**config.mk**
```make
export PLATFORM = sky130hd
export DESIGN_NAME = rgb2yuv
export DESIGN_NICKNAME = d
export VERILOG_FILES = /design/src/rtl/rgb2yuv_pkg.sv /design/src/rtl/csc_dot3.sv /design/src/rtl/rgb2yuv.sv
export SDC_FILE = /design/constraint.sdc
export NUM_CORES = 1
export LEC_CHECK = 0
export CAP_MARGIN = 20
export CORE_MARGIN = 4
export CORE_UTILIZATION = 50
export CTS_BUF_LIST = sky130_fd_sc_hd__clkbuf_8 sky130_fd_sc_hd__clkbuf_16
export DETAILED_ROUTE_END_ITERATION = 10
export GPL_ROUTABILITY_DRIVEN = 0
export PLACE_DENSITY = 0.78
export SETUP_SLACK_MARGIN = 0.2
export SLEW_MARGIN = 10
export SYNTH_ARGS = -nofsm -noshare
export SYNTH_HDL_FRONTEND = slang
export SYNTH_SLANG_ARGS = --single-unit
export TNS_END_PERCENT = 30
```
**constraint.sdc**
```tcl
create_clock -name clk -period 7.8 [get_ports clk]
set_input_delay 1.17 -clock clk [delete_from_list [all_inputs] [get_ports clk]]
set_output_delay 1.17 -clock clk [all_outputs]
set_load 0.01 [all_outputs]
```
**src/rtl/rgb2yuv_pkg.sv**
```systemverilog
// Shared imager constants: beat types, BT.601 full-range Q8 coefficients,
// rounding/offset constants and the converter latency.
package rgb2yuv_pkg;

   localparam int DTYPE_WIDTH = 4;

   localparam logic [DTYPE_WIDTH-1:0] DTYPE_FRAME_START = 4'h1;
   localparam logic [DTYPE_WIDTH-1:0] DTYPE_FRAME_END   = 4'h2;
   localparam logic [DTYPE_WIDTH-1:0] DTYPE_ROW_START   = 4'h3;
   localparam logic [DTYPE_WIDTH-1:0] DTYPE_ROW_END     = 4'h4;
   localparam logic [DTYPE_WIDTH-1:0] DTYPE_HEADER      = 4'h5;
   localparam logic [DTYPE_WIDTH-1:0] DTYPE_PIXEL       = 4'h8;
   localparam logic [DTYPE_WIDTH-1:0] DTYPE_PIXEL_MASK  = 4'h8;

   localparam logic signed [8:0] COEF_YR = 9'sd77;
   localparam logic signed [8:0] COEF_YG = 9'sd150;
   localparam logic signed [8:0] COEF_YB = 9'sd29;
   localparam logic signed [8:0] COEF_UR = -9'sd43;
   localparam logic signed [8:0] COEF_UG = -9'sd85;
   localparam logic signed [8:0] COEF_UB = 9'sd128;
   localparam logic signed [8:0] COEF_VR = 9'sd128;
   localparam logic signed [8:0] COEF_VG = -9'sd107;
   localparam logic signed [8:0] COEF_VB = -9'sd21;

   localparam int RND_CONST       = 128;
   localparam int CHROMA_OFFSET   = 128;
   localparam int RGB2YUV_LATENCY = 3;

   // Per-beat treatment chosen at stage 0 and carried with the data.
   typedef enum logic [1:0] {
      MODE_ZERO = 2'd0,
      MODE_CONV = 2'd1,
      MODE_BYP  = 2'd2
   } csc_mode_e;

endpackage

```
**src/rtl/csc_dot3.sv**
```systemverilog
// Two-stage signed three-term Q8 dot product with round-to-floor, offset and
// clamp to 0..255; also carries a bypass value and a zero/bypass/convert mode.
module csc_dot3
   import rgb2yuv_pkg::*;
#(
   parameter logic signed [8:0] C0     = 9'sd0,
   parameter logic signed [8:0] C1     = 9'sd0,
   parameter logic signed [8:0] C2     = 9'sd0,
   parameter int                OFFSET = 0
) (
   input  logic       clk,
   input  logic       reset,
   input  csc_mode_e  mode_i,
   input  logic [7:0] x0_i,
   input  logic [7:0] x1_i,
   input  logic [7:0] x2_i,
   input  logic [7:0] byp_i,
   output logic [7:0] res_o
);

   logic signed [16:0] prod0_d, prod1_d, prod2_d;
   logic signed [16:0] prod0_p1_q, prod1_p1_q, prod2_p1_q;
   csc_mode_e          mode_p1_q;
   logic [7:0]         byp_p1_q;
   logic signed [18:0] sum_p2;
   logic [7:0]         res_d, res_p2_q;

   function automatic logic signed [16:0] mul_u8(input logic [7:0] x,
                                                 input logic signed [8:0] c);
      return 17'(signed'({1'b0, x})) * 17'(c);
   endfunction

   // Add half an LSB then arithmetic shift: floor((s + 128) / 256).
   function automatic logic signed [18:0] round_q8(input logic signed [18:0] s);
      logic signed [18:0] t;
      t = s + 19'(RND_CONST);
      return t >>> 8;
   endfunction

   function automatic logic [7:0] clamp_u8(input logic signed [18:0] v);
      if (v < 19'sd0)
         return 8'd0;
      else if (v > 19'sd255)
         return 8'hFF;
      else
         return v[7:0];
   endfunction

   always_comb begin
      prod0_d = mul_u8(x0_i, C0);
      prod1_d = mul_u8(x1_i, C1);
      prod2_d = mul_u8(x2_i, C2);
   end

   // stage 1: products
   always_ff @(posedge clk) begin
      if (reset) begin
         prod0_p1_q <= '0;
         prod1_p1_q <= '0;
         prod2_p1_q <= '0;
         mode_p1_q  <= MODE_ZERO;
         byp_p1_q   <= '0;
      end else begin
         prod0_p1_q <= prod0_d;
         prod1_p1_q <= prod1_d;
         prod2_p1_q <= prod2_d;
         mode_p1_q  <= mode_i;
         byp_p1_q   <= byp_i;
      end
   end

   always_comb begin
      sum_p2 = 19'(prod0_p1_q) + 19'(prod1_p1_q) + 19'(prod2_p1_q);
      res_d  = 8'd0;
      case (mode_p1_q)
         MODE_CONV: res_d = clamp_u8(round_q8(sum_p2) + 19'(OFFSET));
         MODE_BYP:  res_d = byp_p1_q;
         default:   res_d = 8'd0;
      endcase
   end

   // stage 2: rounded, offset, clamped result
   always_ff @(posedge clk) begin
      if (reset)
         res_p2_q <= '0;
      else
         res_p2_q <= res_d;
   end

   assign res_o = res_p2_q;

endmodule

```
**src/rtl/rgb2yuv.sv**
```systemverilog
// RGB to full-range BT.601 YUV converter, fixed 3-cycle latency for every beat.
// Holds the input register, the per-beat mode decision and the sideband delay.
module rgb2yuv
   import rgb2yuv_pkg::*;
#(
   parameter int PIXEL_WIDTH = 8
) (
   input  logic                   clk,
   input  logic                   reset,
   input  logic                   enable,
   input  logic                   dvi,
   input  logic [DTYPE_WIDTH-1:0] dtypei,
   input  logic [15:0]            meta_datai,
   input  logic [PIXEL_WIDTH-1:0] ri,
   input  logic [PIXEL_WIDTH-1:0] gi,
   input  logic [PIXEL_WIDTH-1:0] bi,
   output logic                   dvo,
   output logic [DTYPE_WIDTH-1:0] dtypeo,
   output logic [15:0]            meta_datao,
   output logic [7:0]             yo,
   output logic [7:0]             uo,
   output logic [7:0]             vo
);

   logic                   dv_p0_q, dv_p1_q, dv_p2_q;
   logic [DTYPE_WIDTH-1:0] dtype_p0_q, dtype_p1_q, dtype_p2_q;
   logic [15:0]            meta_p0_q, meta_p1_q, meta_p2_q;
   logic                   en_p0_q;
   logic [7:0]             r8_p0_q, g8_p0_q, b8_p0_q;
   csc_mode_e              mode_p0;

   // stage 0: input register, components truncated to their top 8 bits
   always_ff @(posedge clk) begin
      if (reset) begin
         dv_p0_q    <= 1'b0;
         dtype_p0_q <= '0;
         meta_p0_q  <= '0;
         en_p0_q    <= 1'b0;
         r8_p0_q    <= '0;
         g8_p0_q    <= '0;
         b8_p0_q    <= '0;
      end else begin
         dv_p0_q    <= dvi;
         dtype_p0_q <= dtypei;
         meta_p0_q  <= meta_datai;
         en_p0_q    <= enable;
         r8_p0_q    <= ri[PIXEL_WIDTH-1 -: 8];
         g8_p0_q    <= gi[PIXEL_WIDTH-1 -: 8];
         b8_p0_q    <= bi[PIXEL_WIDTH-1 -: 8];
      end
   end

   always_comb begin
      mode_p0 = MODE_ZERO;
      if ((dtype_p0_q & DTYPE_PIXEL_MASK) != '0)
         mode_p0 = en_p0_q ? MODE_CONV : MODE_BYP;
   end

   // stages 1-2: sideband delay matching the dot-product pipeline
   always_ff @(posedge clk) begin
      if (reset) begin
         dv_p1_q    <= 1'b0;
         dtype_p1_q <= '0;
         meta_p1_q  <= '0;
         dv_p2_q    <= 1'b0;
         dtype_p2_q <= '0;
         meta_p2_q  <= '0;
      end else begin
         dv_p1_q    <= dv_p0_q;
         dtype_p1_q <= dtype_p0_q;
         meta_p1_q  <= meta_p0_q;
         dv_p2_q    <= dv_p1_q;
         dtype_p2_q <= dtype_p1_q;
         meta_p2_q  <= meta_p1_q;
      end
   end

   csc_dot3 #(.C0(COEF_YR), .C1(COEF_YG), .C2(COEF_YB), .OFFSET(0)) u_dot_y (
      .clk(clk), .reset(reset), .mode_i(mode_p0),
      .x0_i(r8_p0_q), .x1_i(g8_p0_q), .x2_i(b8_p0_q), .byp_i(r8_p0_q),
      .res_o(yo)
   );

   csc_dot3 #(.C0(COEF_UR), .C1(COEF_UG), .C2(COEF_UB), .OFFSET(CHROMA_OFFSET)) u_dot_u (
      .clk(clk), .reset(reset), .mode_i(mode_p0),
      .x0_i(r8_p0_q), .x1_i(g8_p0_q), .x2_i(b8_p0_q), .byp_i(g8_p0_q),
      .res_o(uo)
   );

   csc_dot3 #(.C0(COEF_VR), .C1(COEF_VG), .C2(COEF_VB), .OFFSET(CHROMA_OFFSET)) u_dot_v (
      .clk(clk), .reset(reset), .mode_i(mode_p0),
      .x0_i(r8_p0_q), .x1_i(g8_p0_q), .x2_i(b8_p0_q), .byp_i(b8_p0_q),
      .res_o(vo)
   );

   assign dvo        = dv_p2_q;
   assign dtypeo     = dtype_p2_q;
   assign meta_datao = meta_p2_q;

endmodule

```
==> out/metrics.yaml <==
detailed_routing:
  antenna_left: 0
  routedWlPerCell_um: 15.2
  viasPerCell: 5.09
  firstDrtPassIters: 6
  drc: 0
  vias: 11960
  drt_iter0_markers: 624
  totalWireLength_um: 35700
clock_tree:
  clock_latency_ps: 550
  cts.repair.resized: 0
  root_buffer: "clkbuf_16"
  cts_setup_buffers: 0
  clk_pin_slew_ps: 60
  numCtsBuffers: 27
  postCtsHoldBufs: 0
  cts_sinks: 232
  clock_path_buffers: 3
  cts_tree: "yes"
  htreeDepth: 1
final_layout:
  finish.utilization_pct: 58.1
  fin_nets: 2389
  seqCellArea_um2: 4640
  fillers: 2840
  layout-drive-gt1-share_pct: 3.15
  multi_input_area_um2: 10700
  antenna_cells: 0
  area_delta_synth_final_pct: 13.6
logic_synthesis:
  async_reset_ff_share_pct: 0
  synthesis.instances: 1796
  ys.flop_type: "dfxtp_1"
  seq_area_frac_synth_pct: 27.6
  ys_types: 61
  synth.avg_cell_area_um2: 9.37
  yosysTopAreaCell: "dfxtp_1"
  synth_edf_count: 0
  synth_area_leaders: "dfxtp_1, ha_1, fa_1"
  ys_ff_latch: 232
  yosys_warnings: 0
  yosysTopAreaCellShare_pct: 27.6
  synth_nets: 2297
  synth.cell_area_um2: 16800
worst_hold_path:
  hold_depth: 1
  min_from: "en_p0_q$_SDFF_PP0_"
  whs_endpoint: "u_dot_u.mode_p1_q[1]$_SDFF_PP0_"
  hp-class: "flop to flop"
setup_path:
  worstPathRequired_ps: 8210
  arrival_ps: 4830
  endpoint_kind: "flop"
  timing.rr.end: "u_dot_v.prod2_p1_q[14]$_SDFF_PP0_"
  path_max_fanout: 8
  start_kind: "flop"
  path_class: "flop to flop"
  r2r_cells: 18
  reg2reg_from: "b8_p0_q[2]$_SDFF_PP0_"
  r2r_setup_slack_ps: 3380
sta:
  slew_viol_final: 0
  hold_viol: 0
  skew_ps: 14.9
  rsz0062_at_grt: "no"
  finalSetupViolCount: 0
  fin_crit_sh_pct: 56.7
  fin_tns_setup_ps: 0
  tightest_slew_ps: 720
  max_freq_mhz: 226
  max-slew-margin-rel_pct: 52.0
  min_period_ps: 4420
placed_design:
  dpl.hpwl_um: 28700
  portBuffers: 92
flow_run:
  cap_violations: 0
global_routing:
  antenna_found_initial: 0
  track_usage_pct: 19.8
  grt_pass1_wl_um: 59100
  grt.overflow.total: 0
  grt_pass1_vias: 12278
  grt_max_degree: 80
die:
  start_util_pct: 51.2
  die_h_um: 191
  fp.dieW_um: 191
  fp.dieArea_um2: 36600
  rows: 66
  ioPinCount: 93
  core_um2: 32900
power:
  peakVddDrop_uv: 194
  power.density_nw_per_um2: 248
  p_leak_nw: 9.63
status:
  outcome: "complete, no violations"
through the flow:
| step | instances | instance area, um^2 | hold slack [ps] | setup WS, ps | power [mW] |
|---|---|---|---|---|---|
| floorplan | 1796 | 16800 | 383 | 3740 | 2.99 |
| global placement | 2301 | 18200 | 391 | 3490 | 3.37 |
| detailed placement | 2301 | 18200 | 394 | 3420 | 3.45 |
| CTS | 2348 | 19100 | 403 | 3380 | 4.76 |
| global route | 2348 | 19100 | 444 | 3100 | 5.14 |
| finish | 2348 | 19100 | 402 | 3380 | 4.73 |
layer usage:
metal	track usage (%)	routed length (um)	vias up
met1	25.1	15400	5606
met5	0	0	-
met2	33.5	16700	310
li1	-	-	5958
met4	8.54	1740	0
met3	3.16	1930	86
cell type report:
type | instances | area share, %
Sequential cell | 232 | 24.3
Inverter | 360 | 7.07
Timing Repair Buffer | 95 | 4.94
Clock buffer | 34 | 4.04
Tap cell | 442 | 2.89
Multi-Input combinational cell | 1172 | 56.0
Clock inverter | 13 | 0.740
cell usage after synthesis (all sizes together) (4+ instances only):
cell	number
a31oi	5
buf	4
inv	360
and2	5
nand2b	7
o211ai	6
xor2	26
a21o	20
dfxtp	232
nor2	134
nand3	14
nand4	8
xnor2	71
clkbuf	28
nor2b	118
a211oi	11
o21a	6
nor3	19
nand2	50
or2	4
a21oi	89
o21bai	27
fa	99
o21ai	48
a311oi	4
ha	354
cell families after synthesis:
group           after synthesis  share of synthesized area, %
xor+xnor                     97                          5.05
simple gates                374                          11.1
buf+inv                     392                          8.79
flops                       232                          27.6
compound gates              247                          9.34
mux                           1                        0.0595
fa+ha+maj                   453                          38.1
state kept, by name, indices dropped and copies added (netlist names), 13 cells and up:
register            flops
u_dot_v.prod2_p1_q     14
u_dot_v.prod1_p1_q     15
u_dot_y.prod0_p1_q     13
u_dot_u.prod1_p1_q     14
meta_p1_q              16
u_dot_y.prod2_p1_q     13
u_dot_u.prod0_p1_q     13
meta_datao             16
u_dot_y.prod1_p1_q     15
meta_p0_q              16
where the power goes:
group          internal [mW]  switching, mW
clock network          0.765          0.511
logic                  0.893           1.18
registers               1.32         0.0703
total                   2.98           1.76
cells in the final DEF, fill, tap and decap left out, drive strengths merged, types with 5 or more instances in the layout:
master,netlist,final
a211oi,11,11
a21o,20,20
a21oi,89,89
a31oi,5,5
and2,5,5
clkbuf,28,34
clkdlybuf4s50,0,91
clkinvlp,0,5
dfxtp,232,232
fa,99,99
ha,354,354
inv,360,362
nand2,50,50
nand2b,7,7
nand3,14,14
nand4,8,8
nor2,134,134
nor2b,118,118
nor3,19,19
o211ai,6,6
o21a,6,6
o21ai,48,48
o21bai,27,27
xnor2,71,71
xor2,26,26
worst max-delay path: stages, from the launching register on:
cell and delay (ps):
dfxtp_1 540, inv_1 110, ha_1 290, inv_1 60, ha_1 280, inv_1 50
fa_1 490, inv_1 50, fa_1 500, fa_1 480, a21o_1 200, a21oi_1 220
o21bai_1 90, a21oi_1 220, o21bai_1 90, a21oi_1 230, o21ai_0 160, xnor2_1 150
nor2_1 50
worst max path at each step:
stage	cells after the start	from	slack, ps	endpoint
finish	18	b8_p0_q[2]$_SDFF_PP0_	3380	u_dot_v.prod2_p1_q[14]$_SDFF_PP0_
global route	18	b8_p0_q[2]$_SDFF_PP0_	3100	u_dot_v.prod2_p1_q[14]$_SDFF_PP0_
CTS	18	b8_p0_q[2]$_SDFF_PP0_	3380	u_dot_v.prod2_p1_q[14]$_SDFF_PP0_
detailed placement	18	b8_p0_q[2]$_SDFF_PP0_	3420	u_dot_v.prod2_p1_q[14]$_SDFF_PP0_
global placement	18	b8_p0_q[2]$_SDFF_PP0_	3490	u_dot_v.prod2_p1_q[14]$_SDFF_PP0_
floorplan	18	b8_p0_q[2]$_SDFF_PP0_	3740	u_dot_v.prod2_p1_q[14]$_SDFF_PP0_
Note: power is estimated with default switching activity, not from simulation.
